## src/rtl/uart_cmd_pkg.sv

```systemverilog
// Shared constants and state encoding for the UART command scheduler.
package uart_cmd_pkg;

    localparam logic [7:0] CH_A    = 8'h61;
    localparam logic [7:0] CH_N    = 8'h6E;
    localparam logic [7:0] CH_P    = 8'h70;
    localparam logic [7:0] CH_SEMI = 8'h3B;

    typedef enum logic [1:0] {
        IDLE    = 2'd0,
        GOT_CMD = 2'd1,
        EXEC    = 2'd2,
        RESP    = 2'd3
    } state_t;

    function automatic logic is_cmd_char(input logic [7:0] b);
        return (b == CH_A) || (b == CH_N) || (b == CH_P);
    endfunction

endpackage

```

## src/rtl/uart_cmd_sched_tick_gen.sv

```systemverilog
// Free-running auto-advance timer: pulses tick on the last count of each period.
module tick_gen #(
    parameter int TICK_CYCLES = 100000000
) (
    input  logic clk,
    input  logic rst,
    input  logic en,
    input  logic clr,
    output logic tick
);

    localparam int CNT_W = (TICK_CYCLES > 1) ? $clog2(TICK_CYCLES) : 1;
    localparam logic [CNT_W-1:0] LAST = CNT_W'(TICK_CYCLES - 1);

    logic [CNT_W-1:0] cnt;

    // Counter parks at zero while disabled so re-enabling starts a full period.
    always_ff @(posedge clk) begin
        if (!rst) begin
            cnt <= '0;
        end else if (clr || !en) begin
            cnt <= '0;
        end else if (cnt == LAST) begin
            cnt <= '0;
        end else begin
            cnt <= cnt + CNT_W'(1);
        end
    end

    assign tick = en && (cnt == LAST);

endmodule

```

## src/rtl/uart_cmd_sched.sv

```systemverilog
// Parses "a;", "n;", "p;" from the UART byte stream, maintains a wrapping
// pointer with optional auto-advance, and answers each command with one byte.
module uart_cmd_sched
    import uart_cmd_pkg::*;
#(
    parameter int         DEPTH       = 8,
    parameter int         PTR_W       = 3,
    parameter int         TICK_CYCLES = 100000000,
    parameter logic [7:0] ACK_BYTE    = 8'h4B,
    parameter logic [7:0] ERR_BYTE    = 8'h3F
) (
    input  logic             clk,
    input  logic             rst,
    input  logic             din_vld,
    input  logic [7:0]       din_data,
    input  logic             tx_ready,
    output logic             tx_vld,
    output logic [7:0]       tx_data,
    output logic [PTR_W-1:0] ptr,
    output logic             auto_en,
    output logic             busy,
    output logic             cmd_err
);

    localparam logic [PTR_W-1:0] PTR_LAST = PTR_W'(DEPTH - 1);

    state_t           state, state_nxt;
    logic [7:0]       cmd, cmd_nxt;
    logic [PTR_W-1:0] ptr_nxt;
    logic             auto_nxt;
    logic             tx_vld_nxt;
    logic [7:0]       tx_data_nxt;
    logic             cmd_err_nxt;
    logic             busy_nxt;
    logic             tick;
    logic             tick_clr;

    function automatic logic [PTR_W-1:0] ptr_inc(input logic [PTR_W-1:0] p);
        return (p == PTR_LAST) ? '0 : p + PTR_W'(1);
    endfunction

    function automatic logic [PTR_W-1:0] ptr_dec(input logic [PTR_W-1:0] p);
        return (p == '0) ? PTR_LAST : p - PTR_W'(1);
    endfunction

    tick_gen #(
        .TICK_CYCLES(TICK_CYCLES)
    ) u_tick_gen (
        .clk (clk),
        .rst (rst),
        .en  (auto_en),
        .clr (tick_clr),
        .tick(tick)
    );

    always_ff @(posedge clk) begin
        if (!rst) begin
            state   <= IDLE;
            cmd     <= '0;
            ptr     <= '0;
            auto_en <= 1'b0;
            tx_vld  <= 1'b0;
            tx_data <= '0;
            cmd_err <= 1'b0;
            busy    <= 1'b0;
        end else begin
            state   <= state_nxt;
            cmd     <= cmd_nxt;
            ptr     <= ptr_nxt;
            auto_en <= auto_nxt;
            tx_vld  <= tx_vld_nxt;
            tx_data <= tx_data_nxt;
            cmd_err <= cmd_err_nxt;
            busy    <= busy_nxt;
        end
    end

    // An auto tick is applied first so that an EXEC of 'n'/'p' overrides it.
    always_comb begin
        state_nxt   = state;
        cmd_nxt     = cmd;
        ptr_nxt     = ptr;
        auto_nxt    = auto_en;
        tx_data_nxt = tx_data;
        cmd_err_nxt = 1'b0;
        tick_clr    = 1'b0;

        if (tick) begin
            ptr_nxt = ptr_inc(ptr);
        end

        case (state)
            IDLE: begin
                if (din_vld && is_cmd_char(din_data)) begin
                    cmd_nxt   = din_data;
                    state_nxt = GOT_CMD;
                end
            end
            GOT_CMD: begin
                if (din_vld) begin
                    if (din_data == CH_SEMI) begin
                        state_nxt = EXEC;
                    end else begin
                        state_nxt   = RESP;
                        tx_data_nxt = ERR_BYTE;
                        cmd_err_nxt = 1'b1;
                    end
                end
            end
            EXEC: begin
                state_nxt   = RESP;
                tx_data_nxt = ACK_BYTE;
                case (cmd)
                    CH_N: ptr_nxt = ptr_inc(ptr);
                    CH_P: ptr_nxt = ptr_dec(ptr);
                    CH_A: begin
                        auto_nxt = !auto_en;
                        tick_clr = 1'b1;
                    end
                    default: ;
                endcase
            end
            RESP: begin
                if (tx_ready) begin
                    state_nxt = IDLE;
                end
            end
            default: state_nxt = IDLE;
        endcase

        tx_vld_nxt = (state_nxt == RESP);
        busy_nxt   = (state_nxt != IDLE);
    end

endmodule

```

## config.mk

```make
export PLATFORM = sky130hd
export DESIGN_NAME = uart_cmd_sched
export DESIGN_NICKNAME = d
export VERILOG_FILES = /design/src/rtl/uart_cmd_pkg.sv /design/src/rtl/uart_cmd_sched_tick_gen.sv /design/src/rtl/uart_cmd_sched.sv
export SDC_FILE = /design/constraint.sdc
export NUM_CORES = 1
export LEC_CHECK = 0
export BUFFER_PORTS_ARGS = -buffer_cell sky130_fd_sc_hd__buf_2
export CAP_MARGIN = 10
export CORE_ASPECT_RATIO = 0.7
export CORE_MARGIN = 4
export CORE_UTILIZATION = 40
export DETAILED_ROUTE_END_ITERATION = 8
export HOLD_SLACK_MARGIN = 0.02
export PLACE_DENSITY = 0.58
export SKIP_CTS_REPAIR_TIMING = 1
export SLEW_MARGIN = 10
export SYNTH_ARGS = -nofsm -noshare
export SYNTH_HDL_FRONTEND = slang
export SYNTH_SLANG_ARGS = --single-unit
export TNS_END_PERCENT = 30
```

## constraint.sdc

```tcl
create_clock -name clk -period 3.5 [get_ports clk]
set_input_delay 0.7 -clock clk [delete_from_list [all_inputs] [get_ports clk]]
set_output_delay 0.7 -clock clk [all_outputs]
set_load 0.05 [all_outputs]
```

# == After elaboration in Yosys (flattened, before gate mapping) ==
# Index checks and enable logic that the tools add are counted.
# word_totals
regBits,52
input_bits,12
out_inout_bits,15
word_cells,59
# op_classes
add_sub_neg,3
eq_ne,15
n_mux,16
bitwise,1
n_reduce_logical,15
# ops
cell,n
"8-bit by 7-bit equality test with 1-bit output, second input constant",6
"27-bit by 1-bit adder with 27-bit output, second input constant",1
"27-bit equality test, second input constant",1
8-bit two-way mux,2
8-bit case mux with 2 select lines,1
3-bit two-way mux,4
"8-bit by 6-bit equality test with 1-bit output, second input constant",1
2-bit case mux with 4 select lines,1
"2-bit equality test, second input constant",3
2-bit two-way mux,3
3-bit case mux with 2 select lines,1
3-bit AND reduction,2
1-bit two-way mux,4
"2-bit inequality test, second input constant",2
2-bit AND reduction,2
2-bit nonzero test,2
"3-bit by 1-bit adder with 3-bit output, second input constant",1
"3-bit equality test, second input constant",1
3-bit logical NOT,1
1-bit logical OR,3
3-bit OR reduction,1
"3-bit by 1-bit subtractor with 3-bit output, second input constant",1
"2-bit by 1-bit equality test with 1-bit output, second input constant",1
1-bit logical AND,2
other kinds (3),3

# == Depth between registers and ports, before layout ==
# Gate-level depths: netlist of run 1.
# depth
depth_word,7
depth_mapped,8

# == Hierarchy ==
# From an unflattened synthesis of run 1, not the netlist that was laid out.
# unflattened
hier_cells,256
area_unflattened_um2,2388.5
# modules_own_cells
mod,instances,cells_each,area_each_um2,seq_area_each_um2
tick_gen,1,147,1346.3,540.5
uart_cmd_sched,1,109,1042.2,400.4

# == Worst setup path after synthesis of run 1 ==
# OpenSTA, ideal clock, no wires.
# synth_path
kind,input-to-reg
startpoint,in din_data[1]
endpoint,reg cmd[7]
setup_time_ns,0.116
t_arrival_ns,1.899
t_required_ns,3.384
slack_ns,1.485
path_stages,4
n_path_buf,0
cell_sequence,or4b_1 > a21oi_1 > o2111ai_2 > and3_1
# synth_via
elab_chain_len,5
# synth_rtl
element,line,source
"start, declared",uart_cmd_sched.sv:15,"input logic [7:0] din_data,"
8-bit by 7-bit equality test with 1-bit output,uart_cmd_pkg.sv:17,return (b == CH_A) || (b == CH_N) || (b == CH_P);
1-bit logical OR,uart_cmd_pkg.sv:17,
1-bit logical OR *,uart_cmd_pkg.sv:17,
1-bit logical AND *,uart_cmd_sched.sv:94,if (din_vld && is_cmd_char(din_data)) begin
2-bit AND reduction (no source line) *,n/a,
"end signal, assigned",uart_cmd_sched.sv:68,cmd <= cmd_nxt;
"end, declared",uart_cmd_sched.sv:28,"logic [7:0] cmd, cmd_nxt;"
# Mark *: on every way between the ends. The rest lies on a longest branch, timed or not.
# A chain may end at the register's enable or synchronous reset.

# == Worst setup path in the final report of run 1 ==
# layout_path
startpoint,in din_data[1]
endpoint,reg tx_vld
# layout_via
elab_chain_len,7
# layout_rtl
element,line,source
8-bit by 7-bit equality test with 1-bit output,uart_cmd_pkg.sv:17,
1-bit logical OR (2 in series),uart_cmd_pkg.sv:17,
1-bit logical AND,uart_cmd_sched.sv:94,
2-bit two-way mux,uart_cmd_sched.sv:94,
2-bit case mux with 4 select lines *,uart_cmd_sched.sv:92,case (state)
2-bit equality test *,uart_cmd_sched.sv:131,tx_vld_nxt = (state_nxt == RESP);
"end signal, assigned",uart_cmd_sched.sv:71,tx_vld <= tx_vld_nxt;
"end, declared",uart_cmd_sched.sv:17,"output logic tx_vld,"
# Marked as above.

==> results of run 1 <==
[power groups by stage]
stage               clock (mW)  combinational (mW)  sequential (mW)
floorplan                    0              0.0174            0.552
global placement             0              0.0304            0.549
detailed placement           0              0.0306            0.549
CTS                      0.311              0.0308            0.537
global route             0.329              0.0336            0.537
finish                   0.295              0.0309            0.537
[worst max-delay path: stages]
cell and delay [ns]:
buf_2 0.12, or4b_1 0.53, a21oi_1 0.18, o2111ai_2 0.32, a21boi_2 0.27, and2_1 0.14
[cell type report]
type                    instances  share of cell area [%]
well taps                      75                   3.675
multi-input cells             185                   49.68
inverters                      12                   1.764
repair buffers                 26                   5.194
clock buffers                   6                   2.842
flip-flops and latches         47                   36.84
[Yosys cell counts, types with 3 or more instances]
library cell / n
buf_4: 7
nor3_1: 7
and3_1: 3
ha_1: 5
dfxtp_1: 47
clkbuf_1: 3
nor2b_1: 12
nor2_1: 33
nand2_1: 13
nand4_1: 7
xor2_1: 5
inv_1: 12
and2_1: 5
nand3_1: 11
nand2b_1: 3
and4_1: 3
nand4b_1: 3
mux2i_1: 8
nor2_2: 3
a21oi_1: 4
nor3_2: 5
xnor2_1: 21
nor4_1: 5
[routing by layer]
metal	global-route usage (%)	vias up	share of wire (%)
li1	-	912	-
met1	19.62	751	58
met2	16.30	19	36
met3	3.362	7	3.9
met4	5.381	0	1.7
met5	0	-	0
[kinds of logic after synthesis]
family / count (synthesis)
AND/OR/NAND/NOR: 127
flip-flops: 47
XOR/XNOR: 26
buffers and inverters: 26
AO/OA/AOI/OAI: 18
multiplexers: 8
adder cells (fa/ha/maj): 5
other: 1
[worst max-delay path by stage]
stage | start | to | depth (start not counted)
floorplan | din_data[1] | cmd[7] | 4
global placement | din_data[1] | tx_vld | 6
detailed placement | din_data[1] | tx_vld | 6
CTS | din_data[1] | tx_vld | 6
global route | din_data[1] | tx_vld | 6
finish | din_data[1] | tx_vld | 6
[registers in the layout, indices dropped and copies added (netlist names)]
| signal | cells |
|---|---|
| auto_en | 1 |
| busy | 1 |
| cmd | 8 |
| cmd_err | 1 |
| ptr | 3 |
| state | 2 |
| tx_data | 3 |
| tx_vld | 1 |
| u_tick_gen.cnt | 27 |
[per-stage QoR]
| step | util (%) | area, um^2 | setup WS, ns |
|---|---|---|---|
| 6_report | 44.37 | 2554 | 1.480 |
| 4_1_cts | 44.37 | 2554 | 1.488 |
| 2_1_floorplan | - | 2379 | 1.485 |
| 3_5_place_dp | 43.11 | 2481 | 1.180 |
| 5_1_grt | 44.37 | 2554 | 1.359 |
| 3_3_place_gp | 43.11 | 2481 | 1.244 |
==> impl_metrics.ini, run 1 <==
[detailed_routing]
drtIter0Drc = 92
via_per_inst = 4.812
remaining_drc_errors = 0
antenna_left = 0
firstDrtPassIters = 4
wirelength_um = 4197
num_vias = 1689
wire_per_inst_um = 11.96

[synthesis]
synthFlopType = dfxtp_1
syn_area_mm2 = 0.002379
synth-xor-area-share_pct = 9.574
synth_top_family_by_area = simple AND/OR/NAND/NOR gates
synth_compound_area_share_pct = 5.523
syn_inst = 258
yosysSeqAreaShare_pct = 39.56
synth_fa_ha_area_share_pct = 2.630
synthesis.nets = 275
ys_types = 51
synth_area_leader_cell = dfxtp_1
synth_simple_gate_area_share_pct = 32.09
synth_top_area_share_pct = 39.56
synth-seq-cells = 47
synth.avg_cell_area_um2 = 9.219
synthArstFlopShare_pct = 0
synth_edf_count = 0
synthTopCellsByArea = dfxtp_1 (40%), xnor2_1 (7.7%), nor2_1 (5.2%), mux2i_1 (3.4%), nor2b_1 (3.2%)
ys_warn_count = 0
synthMuxAreaShare_pct = 3.367

[floorplan]
start_util_pct = 41.33
die_area_mm2 = 0.007263
coreArea_mm2 = 0.005756
rows = 23
dieWidth_um = 100.2
die_y_um = 72.52
num_io_pins = 27

[clock_network]
numCtsBuffers = 5
cts_tree = done
clk_path_buf_depth = 2
cts_root_buf = clkbuf_8
htree_levels = 2
clk_transition_reported_paths_ns = 0.08
cts_num_sinks = 47
clkLatencyLatePin_ns = 0.29

[pwr]
power.share.clock_pct = 34.2
power_switching_mw = 0.1828
power.density_mw_per_mm2 = 337.9
p_int_mw = 0.6801
seqPwrFrac_pct = 62.2
p_total_mw = 0.8629
p_leak_nw = 0.8845
peakVddDrop_mv = 0.1151
power_frac_comb_pct = 3.6
p_sw_share_pct = 21.18

[cells_and_area]
nFillCells = 582
diodes = 0
final-seq-area_um2 = 940.9
final_nets = 294
multi_input_area_mm2 = 0.001269
fin_cells = 351
mostFrequentLayoutCells = dfxtp_1 (47), nor2_1 (33), buf_2 (25), xnor2_1 (21), nand2_1 (13)
drive_gt1_share_pct = 16.67
syn2layout_area_growth_pct = 7.365
final_common_cell = dfxtp_1

[sta]
period_minus_slack_ns = 2.020
drv_slew = 0
rsz0062_at_grt = no
fin_crit_sh_pct = 57.72
finalSetupViolations = 0
timing.hold.ws_ns = 0.4466
finalHoldViolCount = 0
clock_skew_ns = 0.003888
timing.fmax_mhz = 495.0
tightest_slew_ns = 0.7025
finalSetupTns_ns = 0
relSlewSlack_pct = 52.74

[run_status]
status = completed

[global_routing]
grt_pass1_vias = 1522
track_usage_pct = 12.75
grt_remaining_overflow = 0
grt_pass1_wl_um = 7410
antenna_found_initial = 0
grt_max_degree = 28

[min_path]
min_to = u_tick_gen.cnt[0]
hp-start = u_tick_gen.cnt[0]
hold_path_class = reg2reg
hold_path_depth = 1

[placed_design]
place.gp.congestion = 0.8232
numPortBuffers = 25
dp.cells = 345
hpwl_um = 3060

[setup_path]
reg2regPathDepth = 6
reg2reg_to = u_tick_gen.cnt[6]
cp-end-kind = flop
arrival_ns = 2.26
crit_required_ns = 3.74
path_class = in2reg
r2r_setup_slack_ns = 1.64
start_kind = input pin
worstPathMaxFanout = 9
timing.rr.start = u_tick_gen.cnt[9]

[flow_run]
drv_cap = 0
No activity file was read; power rests on OpenSTA's default activity.
==> inputs of run 2 (changes only) <==
Clock period 3.5 ns to 2 ns, I/O delays scaled along.
==> impl_metrics.ini, run 2 (synthesis results as in run 1) <==
[run_status]
status = completed

[setup_path]
start_kind = flop
worstPathMaxFanout = 6
path_buf_inv = 1
path_cells = ha_1 > and2_1 > nand3_1 > nor4_2 > buf_4 > mux2i_1 > o22ai_1
cp_slowest_stage_delay_ns = 0.35
path_class = reg2reg
crit_required_ns = 2.18
crit_family = simple AND/OR/NAND/NOR gates
cp-end-kind = flop
arrival_ns = 1.99
cp_slowest_cell = dfxtp_1

[clock_network]
htree_levels = 2
clk_path_buf_depth = 2
clk_transition_reported_paths_ns = 0.08
cts_num_sinks = 47
cts_root_buf = clkbuf_8
numCtsBuffers = 5
clkLatencyLatePin_ns = 0.29
cts_tree = done

[cells_and_area]
final_nets = 302
nFillCells = 576
final-seq-area_um2 = 940.9
multi_input_area_mm2 = 0.001269
largest_register = u_tick_gen.cnt
diodes = 0
largest_registers = u_tick_gen.cnt x27, cmd x8
drive_gt1_share_pct = 19.01
syn2layout_area_growth_pct = 10.42
largest_reg_flops = 27
final_common_cell = dfxtp_1
mostFrequentLayoutCells = dfxtp_1 (47), nor2_1 (33), buf_2 (25), xnor2_1 (21), nand2_1 (13)

[global_routing]
grt_pass1_wl_um = 7458
track_usage_pct = 12.84
antenna_found_initial = 0
grt_pass1_vias = 1579
grt_remaining_overflow = 0
grt_max_degree = 28

[floorplan]
dieWidth_um = 100.2
die_y_um = 72.52
coreArea_mm2 = 0.005756
rows = 23
start_util_pct = 41.33
die_area_mm2 = 0.007263
num_io_pins = 27

[placed_design]
numPortBuffers = 25
hpwl_um = 3194
place.gp.congestion = 0.7835

[detailed_routing]
remaining_drc_errors = 0
wirelength_um = 4266
firstDrtPassIters = 4
via_per_inst = 4.850
drtIter0Drc = 78
num_vias = 1741
antenna_left = 0
wire_per_inst_um = 11.88

[sta]
drv_slew = 0
rsz0062_at_grt = no
finalSetupViolations = 0
clock_skew_ns = 0.003791
period_minus_slack_ns = 1.808
timing.hold.ws_ns = 0.4147
finalHoldViolCount = 0
timing.fmax_mhz = 553.0
fin_crit_sh_pct = 90.41
finalSetupTns_ns = 0

[pwr]
power.density_mw_per_mm2 = 577.2
p_leak_nw = 0.9308
peakVddDrop_mv = 0.4407

[min_path]
hold_path_class = in2reg

[flow_run]
drv_cap = 0
## run 2: final timing paths
check | start | endpoint | slack, ns | depth (start not counted)
hold / removal | din_data[0] | cmd[0] | 0.41 | 3
setup reg to reg | u_tick_gen.cnt[0] | ptr[1] | 0.19 | 7
setup / recovery | u_tick_gen.cnt[0] | ptr[1] | 0.19 | 7
hold reg to reg | u_tick_gen.cnt[0] | u_tick_gen.cnt[0] | 0.44 | 1
## run 2: final cells by class
type | instances | area share [%]
flip-flops and latches | 47 | 35.83
inverters | 12 | 1.715
clock buffers | 6 | 2.763
well taps | 75 | 3.573
repair buffers | 34 | 7.813
multi-input cells | 185 | 48.31
## run 2: layer usage
metal | vias to the layer above | wire length [um] | GRT usage [%] | part of all wire [%]
met2 | 17 | 1639 | 17.33 | 38
met5 | - | 0 | 0 | 0
met4 | 0 | 53 | 4.484 | 1.2
met1 | 786 | 2427 | 19.32 | 57
met3 | 5 | 146 | 3.554 | 3.4
li1 | 933 | - | - | -
## run 2: worst register-to-register path, stage by stage, from the launching register on
cell     delay [ns]
dfxtp_1        0.35
ha_1           0.18
and2_1         0.25
nand3_1        0.19
nor4_2         0.30
buf_4          0.17
mux2i_1        0.17
o22ai_1        0.08
## run 2: metrics by stage
step / instances / cell area [um^2] / total power, mW / utilization [%] / worst slack [ns]
2_1_floorplan: 258 / 2379 / 0.9966 / - / 0.2577
3_3_place_gp: 353 / 2554 / 1.015 / 44.37 / 0.1742
3_5_place_dp: 353 / 2554 / 1.016 / 44.37 / 0.1382
4_1_cts: 359 / 2626 / 1.538 / 45.63 / 0.1571
5_1_grt: 359 / 2626 / 1.586 / 45.63 / 0.02050
6_report: 359 / 2626 / 1.516 / 45.63 / 0.1917
## run 2: where the power goes
part	switching [mW]	internal, mW	total, mW
clock network	0.289	0.234	0.522
registers	0.00227	0.937	0.939
logic	0.0339	0.0201	0.0540
==> inputs of run 3 (changes only) <==
Settings changed: HOLD_SLACK_MARGIN 0.02 to 0.1, REMOVE_ABC_BUFFERS set to 1.
==> impl_metrics.ini, run 3 (synthesis results as in run 1) <==
[setup_path]
cp-end-kind = flop
cp_slowest_stage_delay_ns = 0.45
reg2reg_to = ptr[1]
path_buf_inv = 0
path_class = reg2reg
reg2regPathDepth = 5
r2r_setup_slack_ns = 0.20
worstPathMaxFanout = 3
path_cells = nor4_1 > nand3_1 > nor4_4 > mux2i_1 > o22ai_1
crit_required_ns = 2.19
crit_family = simple AND/OR/NAND/NOR gates
arrival_ns = 1.99
start_kind = flop
timing.rr.start = u_tick_gen.cnt[12]
cp_slowest_cell = nor4_1

[cells_and_area]
diodes = 0
syn2layout_area_growth_pct = 11.94
largest_reg_flops = 27
largest_registers = u_tick_gen.cnt x27, cmd x8
drive_gt1_share_pct = 19.58
final_nets = 302
final_common_cell = dfxtp_1
largest_register = u_tick_gen.cnt
mostFrequentLayoutCells = dfxtp_1 (47), nor2_1 (33), buf_2 (25), xnor2_1 (21), nand2_1 (13)

[global_routing]
grt_pass1_wl_um = 7728
track_usage_pct = 13.13
grt_remaining_overflow = 0
antenna_found_initial = 0
grt_pass1_vias = 1689
grt_max_degree = 28

[placed_design]
pre_cts_ws_ns = 0.02402
place.gp.congestion = 0.7199
numPortBuffers = 25
hpwl_um = 3311

[clock_network]
clkLatencyLatePin_ns = 0.30
cts_root_buf = clkbuf_8
cts_tree = done
htree_levels = 2
clk_path_buf_depth = 2
clk_transition_reported_paths_ns = 0.09
cts_num_sinks = 47
numCtsBuffers = 5

[floorplan]
die_y_um = 72.52
die_area_mm2 = 0.007263
coreArea_mm2 = 0.005756
start_util_pct = 41.33
rows = 23
dieWidth_um = 100.2
num_io_pins = 27

[min_path]
hp-start = din_data[0]
min_to = cmd[0]
hold_path_class = in2reg
hold_path_depth = 3

[pwr]
power.density_mw_per_mm2 = 608.5
p_leak_nw = 0.9640
p_total_mw = 1.620
peakVddDrop_mv = 0.2335

[detailed_routing]
wire_per_inst_um = 12.24
num_vias = 1775
remaining_drc_errors = 0
antenna_left = 0
via_per_inst = 4.917
drtIter0Drc = 85
firstDrtPassIters = 4
wirelength_um = 4419

[sta]
fin_crit_sh_pct = 90.12
timing.fmax_mhz = 554.8
finalSetupViolations = 0
worst_slack_ns = 0.1977
finalHoldViolCount = 0
finalSetupTns_ns = 0
tightest_slew_ns = 0.5961
rsz0062_at_grt = no
period_minus_slack_ns = 1.802
relSlewSlack_pct = 60.26
drv_slew = 0
clock_skew_ns = 0.008744

[run_status]
status = completed

[flow_run]
drv_cap = 0
run 3: worst register-to-register path, delay by kind of cell, from the launching register on:
family,cells,cell delay (ns)
compound gates,1,0.09
flops,1,0.36
mux,1,0.23
simple gates,3,1.03
run 3: through the flow:
step	area, um^2	util [%]	cells	hold WS, ns
finish	2663	46.26	361	0.4091
global route	2663	46.26	361	0.4327
CTS	2654	46.11	361	0.4036
detailed placement	2554	44.37	353	0.4398
global placement	2554	44.37	353	0.4259
floorplan	2255	-	244	0.4130
run 3: per-layer routing:
| layer | part of all wire [%] | up-vias | GRT usage [%] |
|---|---|---|---|
| met5 | 0 | - | 0 |
| met4 | 1.1 | 0 | 4.036 |
| met3 | 3.0 | 5 | 3.170 |
| met2 | 41 | 16 | 18.58 |
| met1 | 55 | 826 | 19.54 |
| li1 | - | 928 | - |
run 3: final cells by class:
class                      count  area [um^2]
inverter                      12        45.04
multi-input combinational    185         1277
tap                           75        93.84
fill                         574         3093
timing repair buffer          34        205.2
clock buffer                   8        100.1
sequential                    47        940.9
run 3: how the worst max path moves through the flow:
| stage | startpoint | endpoint | slack, ns | depth (start not counted) |
|---|---|---|---|---|
| after detailed placement | din_data[1] | tx_vld | 0.02 | 6 |
| after global routing | u_tick_gen.cnt[4] | ptr[2] | 0.07 | 5 |
| final | u_tick_gen.cnt[12] | ptr[1] | 0.20 | 5 |
| after global placement | din_data[1] | tx_vld | 0.04 | 6 |
| after floorplan | u_tick_gen.cnt[0] | u_tick_gen.cnt[21] | 0.04 | 6 |
| after CTS | u_tick_gen.cnt[12] | ptr[2] | 0.12 | 5 |
run 3: where the power goes:
| group | switching, mW | internal, mW |
|---|---|---|
| Sequential | 0.00207 | 0.937 |
| Combinational | 0.0339 | 0.0212 |
| Clock | 0.310 | 0.316 |
| Total | 0.346 | 1.27 |
